<file path="src/rtl/onehot_scan_decoder_if.sv">
// Bus bundle for onehot_scan_decoder: control/index inputs and the registered
// one-hot, index and wrap outputs. The controller side uses the master modport,
// the decoder uses the slave modport.
interface onehot_scan_decoder_if #(
  parameter int SEL_W = 3
);
  localparam int N = 1 << SEL_W;

  logic             en;
  logic             mode;
  logic             load;
  logic [SEL_W-1:0] a;
  logic [N-1:0]     y;
  logic [SEL_W-1:0] idx;
  logic             wrap;

  modport master (
    output en, mode, load, a,
    input  y, idx, wrap
  );

  modport slave (
    input  en, mode, load, a,
    output y, idx, wrap
  );
endinterface

</file>
<file path="src/rtl/onehot_scan_decoder.sv">
// Registered SEL_W -> 2^SEL_W one-hot decoder with a built-in scan sequencer.
// mode=0 decodes the loaded index; mode=1 steps the active output through all
// positions, holding each for DWELL enabled cycles, and pulses wrap on N-1 -> 0.
// Build option: define DEC_ACTIVE_LOW_OUT_EN for an active-low y (selected bit 0,
// blanked/reset value all ones). Default build is active-high.
//
// No FSM states: the sequencer is just the index register plus a dwell counter.
//   register | meaning
//   idx_q    | current index, always mirrored by y_q in the same cycle
//   cnt_q    | enabled cycles spent at idx_q in scan mode (0..DWELL-1)
//   y_q      | one-hot (or blanked) image of idx_q
//   wrap_q   | scan stepped from N-1 to 0 on the last edge
module onehot_scan_decoder #(
  parameter int SEL_W = 3,
  parameter int DWELL = 4
) (
  input logic                   clk_i,
  input logic                   rst_n_i,
  onehot_scan_decoder_if.slave  bus
);
  localparam int N     = 1 << SEL_W;
  localparam int CNT_W = (DWELL > 1) ? $clog2(DWELL) : 1;
  localparam logic [CNT_W-1:0] CNT_LAST = CNT_W'(DWELL - 1);

`ifdef DEC_ACTIVE_LOW_OUT_EN
  localparam logic [N-1:0] Y_OFF = '1;
`else
  localparam logic [N-1:0] Y_OFF = '0;
`endif

  logic [SEL_W-1:0] idx_q, idx_d;
  logic [CNT_W-1:0] cnt_q, cnt_d;
  logic [N-1:0]     y_q, y_d;
  logic             wrap_q, wrap_d;
  logic [N-1:0]     onehot;

  // State registers; reset forces the blanked output immediately.
  always_ff @(posedge clk_i or negedge rst_n_i) begin
    if (!rst_n_i) begin
      idx_q  <= '0;
      cnt_q  <= '0;
      y_q    <= Y_OFF;
      wrap_q <= 1'b0;
    end else begin
      idx_q  <= idx_d;
      cnt_q  <= cnt_d;
      y_q    <= y_d;
      wrap_q <= wrap_d;
    end
  end

  // Next index/counter with load > direct > scan-step > scan-count > freeze,
  // then decode the *next* index so y and idx always agree.
  always_comb begin
    idx_d  = idx_q;
    cnt_d  = cnt_q;
    wrap_d = 1'b0;
    onehot = '0;

    if (bus.load) begin
      idx_d = bus.a;
      cnt_d = '0;
    end else if (!bus.mode) begin
      cnt_d = '0;
    end else if (bus.en) begin
      if (cnt_q == CNT_LAST) begin
        cnt_d  = '0;
        idx_d  = idx_q + 1'b1;
        wrap_d = &idx_q;
      end else begin
        cnt_d = cnt_q + 1'b1;
      end
    end

    onehot[idx_d] = 1'b1;
`ifdef DEC_ACTIVE_LOW_OUT_EN
    y_d = bus.en ? ~onehot : Y_OFF;
`else
    y_d = bus.en ? onehot : Y_OFF;
`endif
  end

  assign bus.y    = y_q;
  assign bus.idx  = idx_q;
  assign bus.wrap = wrap_q;
endmodule

</file>
<file path="src/flat_wrapper.sv">
// flat-port wrapper written by rule: the top's interface ports become plain ports
module onehot_scan_decoder_flat 
#(
  parameter int SEL_W = 3,
  parameter int DWELL = 4
)
  (clk_i, rst_n_i, bus_en, bus_mode, bus_load, bus_a, bus_y, bus_idx, bus_wrap);
  onehot_scan_decoder_if #(.SEL_W(SEL_W)) bus_i ();
  input logic clk_i;
  input logic rst_n_i;
  input wire logic [$bits(bus_i.en)-1:0] bus_en;
  input wire logic [$bits(bus_i.mode)-1:0] bus_mode;
  input wire logic [$bits(bus_i.load)-1:0] bus_load;
  input wire logic [$bits(bus_i.a)-1:0] bus_a;
  output wire logic [$bits(bus_i.y)-1:0] bus_y;
  output wire logic [$bits(bus_i.idx)-1:0] bus_idx;
  output wire logic [$bits(bus_i.wrap)-1:0] bus_wrap;
  assign bus_i.en = bus_en;
  assign bus_i.mode = bus_mode;
  assign bus_i.load = bus_load;
  assign bus_i.a = bus_a;
  assign bus_y = bus_i.y;
  assign bus_idx = bus_i.idx;
  assign bus_wrap = bus_i.wrap;
  onehot_scan_decoder #(.SEL_W(SEL_W), .DWELL(DWELL)) u_core (.clk_i(clk_i), .rst_n_i(rst_n_i), .bus(bus_i));
endmodule
</file>
<file path="config.mk">
export PLATFORM = sky130hd
export DESIGN_NAME = onehot_scan_decoder_flat
export DESIGN_NICKNAME = d
export VERILOG_FILES = /design/src/rtl/onehot_scan_decoder_if.sv /design/src/rtl/onehot_scan_decoder.sv /design/src/flat_wrapper.sv
export SDC_FILE = /design/constraint.sdc
export NUM_CORES = 1
export LEC_CHECK = 0
export CORE_MARGIN = 2
export CORE_UTILIZATION = 30
export CTS_CLUSTER_DIAMETER = 150
export DETAILED_ROUTE_END_ITERATION = 7
export GPL_TIMING_DRIVEN = 0
export MAX_ROUTING_LAYER = met4
export PLACE_DENSITY = 0.55
export SYNTH_ARGS = -nofsm -noshare
export SYNTH_HDL_FRONTEND = slang
export SYNTH_SLANG_ARGS = --single-unit
</file>
<file path="constraint.sdc">
create_clock -name clk_i -period 1.6 [get_ports clk_i]
set_input_delay 0.16 -clock clk_i [delete_from_list [all_inputs] [get_ports clk_i]]
set_output_delay 0.16 -clock clk_i [all_outputs]
set_load 0.02 [all_outputs]
</file>
==> reports/metrics.cfg <==
[outcome]
outcome = finished, final reports clean

[setup_path]
critical_path.max_stage_delay_ns = 0.45
required_ns = 1.81
critical_path_class = flop to flop
endpoint_kind = flop
critPathBufInv = 0
cp_max_fo = 4
startpoint_type = flop
path_cells = ha_2 > and4b_1 > or4_4 > a21oi_1
critPathSlowestCell = or4_4
critPathArrivalTime_ns = 1.77
cpLargestDelayFamily = simple AND/OR/NAND/NOR gates
rrSetupSlack_ns = 0.04

[grt]
grt_max_degree = 15
grt_use_total_pct = 12.4
antenna_found_initial = 0
grt_first_pass_wirelength_mm = 2.51
grt_pass1_vias = 574
grt_overflow = 0

[floorplanning]
fp.dieH_microns = 53.7
io_pins = 20
std_cell_rows = 18
dieArea_sq_mm = 0.00289
initial_utilization_pct = 30.8
die_w_microns = 53.7
core-area_sq_mm = 0.00241

[cts]
cts_made_buffers = 3
ctsLongestPathBuffers = 2
cts_tree = yes
cts_sinks = 14
worst_skew_pair.late_latency_ns = 0.29
htree_levels = 1
path_clk_slew_ns = 0.08
root_buffer = clkbuf_4

[cells_and_area]
final_nets = 105
fin_area_sq_mm = 0.00105
area_growth_syn_to_layout_pct = 41.5
fillers = 228
finish.utilization_pct = 43.6
drive_above_1_share_pct = 20.7
antennaDiodeCount = 0

[synthesis]
syn_area_sq_um = 742
synthesis.nets = 80
ys_seq_area_share_pct = 47.2
avgSynthCellArea_sq_um = 10.9
ys_seq_elements = 14
netlist_instances = 68
yosysWarnings = 0
ys_types = 25

[drt]
drtAntennaViolNets = 0
via_per_inst = 4.80
drtIter0Drc = 4
post_drt_wl_per_cell_microns = 12.6
vias = 586
dr.pass1.iters = 4
remaining_drc_errors = 0
totalWireLength_mm = 1.53

[placed_design]
place.gp.congestion = 0.770
hpwl_mm = 1.12
placed_area_sq_um = 960
port_buffers = 18
pre_cts_ws_ns = -0.0388

[sta]
tightestPinTransition_ns = 0.626
slew_headroom_pct = 58.1
finalHoldViolations = 0
drv_slew = 0
setup_viol = 0
setup_ws_ns = 0.0379
period_minus_slack_ns = 1.56
rsz0062_at_grt = yes
skew_ns = 0.00568
fmax_mhz = 640
fin_crit_sh_pct = 97.6
setup_tns_ns = 0

[power]
power.density_cell_area_mw_per_mm2 = 783
leakage_nw = 0.457
p_total_uw = 822
vdd_drop_max_mv = 0.516

[flow_run]
drv_cap = 0

[worst_hold_path]
hold_path.class = primary input to flop

synth_stat cells:
library cell  number  share of area, %
nand3b_1           3               3.0
and4b_1            1               1.3
a211oi_1           1               1.0
mux2_2             1               1.5
nand2_1            3               1.5
inv_1              1              0.51
clkbuf_1           1              0.51
nand3_1            2               1.3
nor2_1             2               1.0
buf_6              1               1.5
inv_2              1              0.51
mux2i_1            6               8.1
ha_1               4               6.7
nand2b_1           1              0.84
or4_4              1               1.5
o31ai_1            1               1.0
nor2b_4            1               1.9
nand3_2            1               1.3
nor2b_1            1              0.84
xor2_1             1               1.2
o21ai_0            1              0.67
dfrtp_1           14                47
nor3b_1            6               6.1
a21oi_1           11               7.4
nor3_1             2               1.3
power by group:
group	switching [mW]	internal [mW]
registers	0.0150	0.370
logic	0.0917	0.0921
clock network	0.115	0.139
total	0.221	0.601
worst paths after layout:
check / from / cells past startpoint / end
max reg2reg: u_core.cnt_q[0]$_DFFE_PN0P_ / 4 / u_core.bus.y[5]$_DFF_PN0_
min reg2reg: u_core.cnt_q[1]$_DFFE_PN0P_ / 2 / u_core.cnt_q[1]$_DFFE_PN0P_
max in group asynchronous: rst_n_i / 1 / u_core.bus.idx[2]$_DFF_PN0_
max: u_core.cnt_q[0]$_DFFE_PN0P_ / 4 / u_core.bus.y[5]$_DFF_PN0_
min in group asynchronous: rst_n_i / 1 / u_core.bus.idx[0]$_DFF_PN0_
min: bus_load / 3 / u_core.bus.idx[0]$_DFF_PN0_
flip-flops by register name, summed over array words and instances (netlist names):
signal and cells:
u_core.bus.y 8, u_core.bus.idx 3, u_core.cnt_q 2, u_core.bus.wrap 1
final cells by class:
class                           instances  area, sq um  share of cell area, %
Multi-Input combinational cell         50          405                   38.6
Sequential cell                        14          353                   33.6
Clock buffer                            4         36.3                   3.46
Tap cell                               30         37.5                   3.58
Inverter                                2         7.51                  0.715
Buffer                                  2         15.0                   1.43
Timing Repair Buffer                   20          195                   18.6
layer usage:
| metal | share of wire, % | vias to the layer above | GRT usage, % |
|---|---|---|---|
| li1 | - | 298 | - |
| met5 | 0 | - | - |
| met3 | 7.8 | 2 | 4.44 |
| met4 | 0.85 | 0 | 3.85 |
| met2 | 45 | 17 | 19.3 |
| met1 | 47 | 269 | 15.1 |
worst register-to-register path, cell delays in order (launching register included):
cell	delay, ns
dfrtp_1	0.42
ha_2	0.22
and4b_1	0.23
or4_4	0.45
a21oi_1	0.15
placed cells by master (no fill, tap or decap), types with 3 or more instances in the layout:
cell             netlist  routed
clkbuf_4               0       3
a21oi_1               11      10
mux2i_1                6       6
nand2_1                3       3
clkdlybuf4s50_1        0      18
dfrtp_1               14      12
nor3b_1                6       5
nand3b_1               3       3
through the flow:
| stage | instances | hold slack [ns] |
|---|---|---|
| 6_report | 122 | 0.243 |
| 4_1_cts | 121 | 0.213 |
| 3_5_place_dp | 116 | 0.527 |
| 5_1_grt | 122 | 0.254 |
| 2_1_floorplan | 68 | -0.136 |
| 3_3_place_gp | 116 | 0.523 |
logic make-up (layout without fill, tap and decap cells):
family,Yosys count,count (layout),synth area share (%)
AND/OR/NAND/NOR,24,24,22.1
AO/OA/AOI/OAI,14,14,10.1
flip-flops,14,14,47.2
multiplexers,7,7,9.61
adder cells (fa/ha/maj),4,4,6.75
buffers and inverters,4,28,3.03
XOR/XNOR,1,1,1.18
repair_timing:
action	CTS	global route
buffers inserted	1	1
gates resized for setup	0	8
setup endpoints to repair	1	10
hold buffers	0	0
Power figures use the tool's default switching activity.
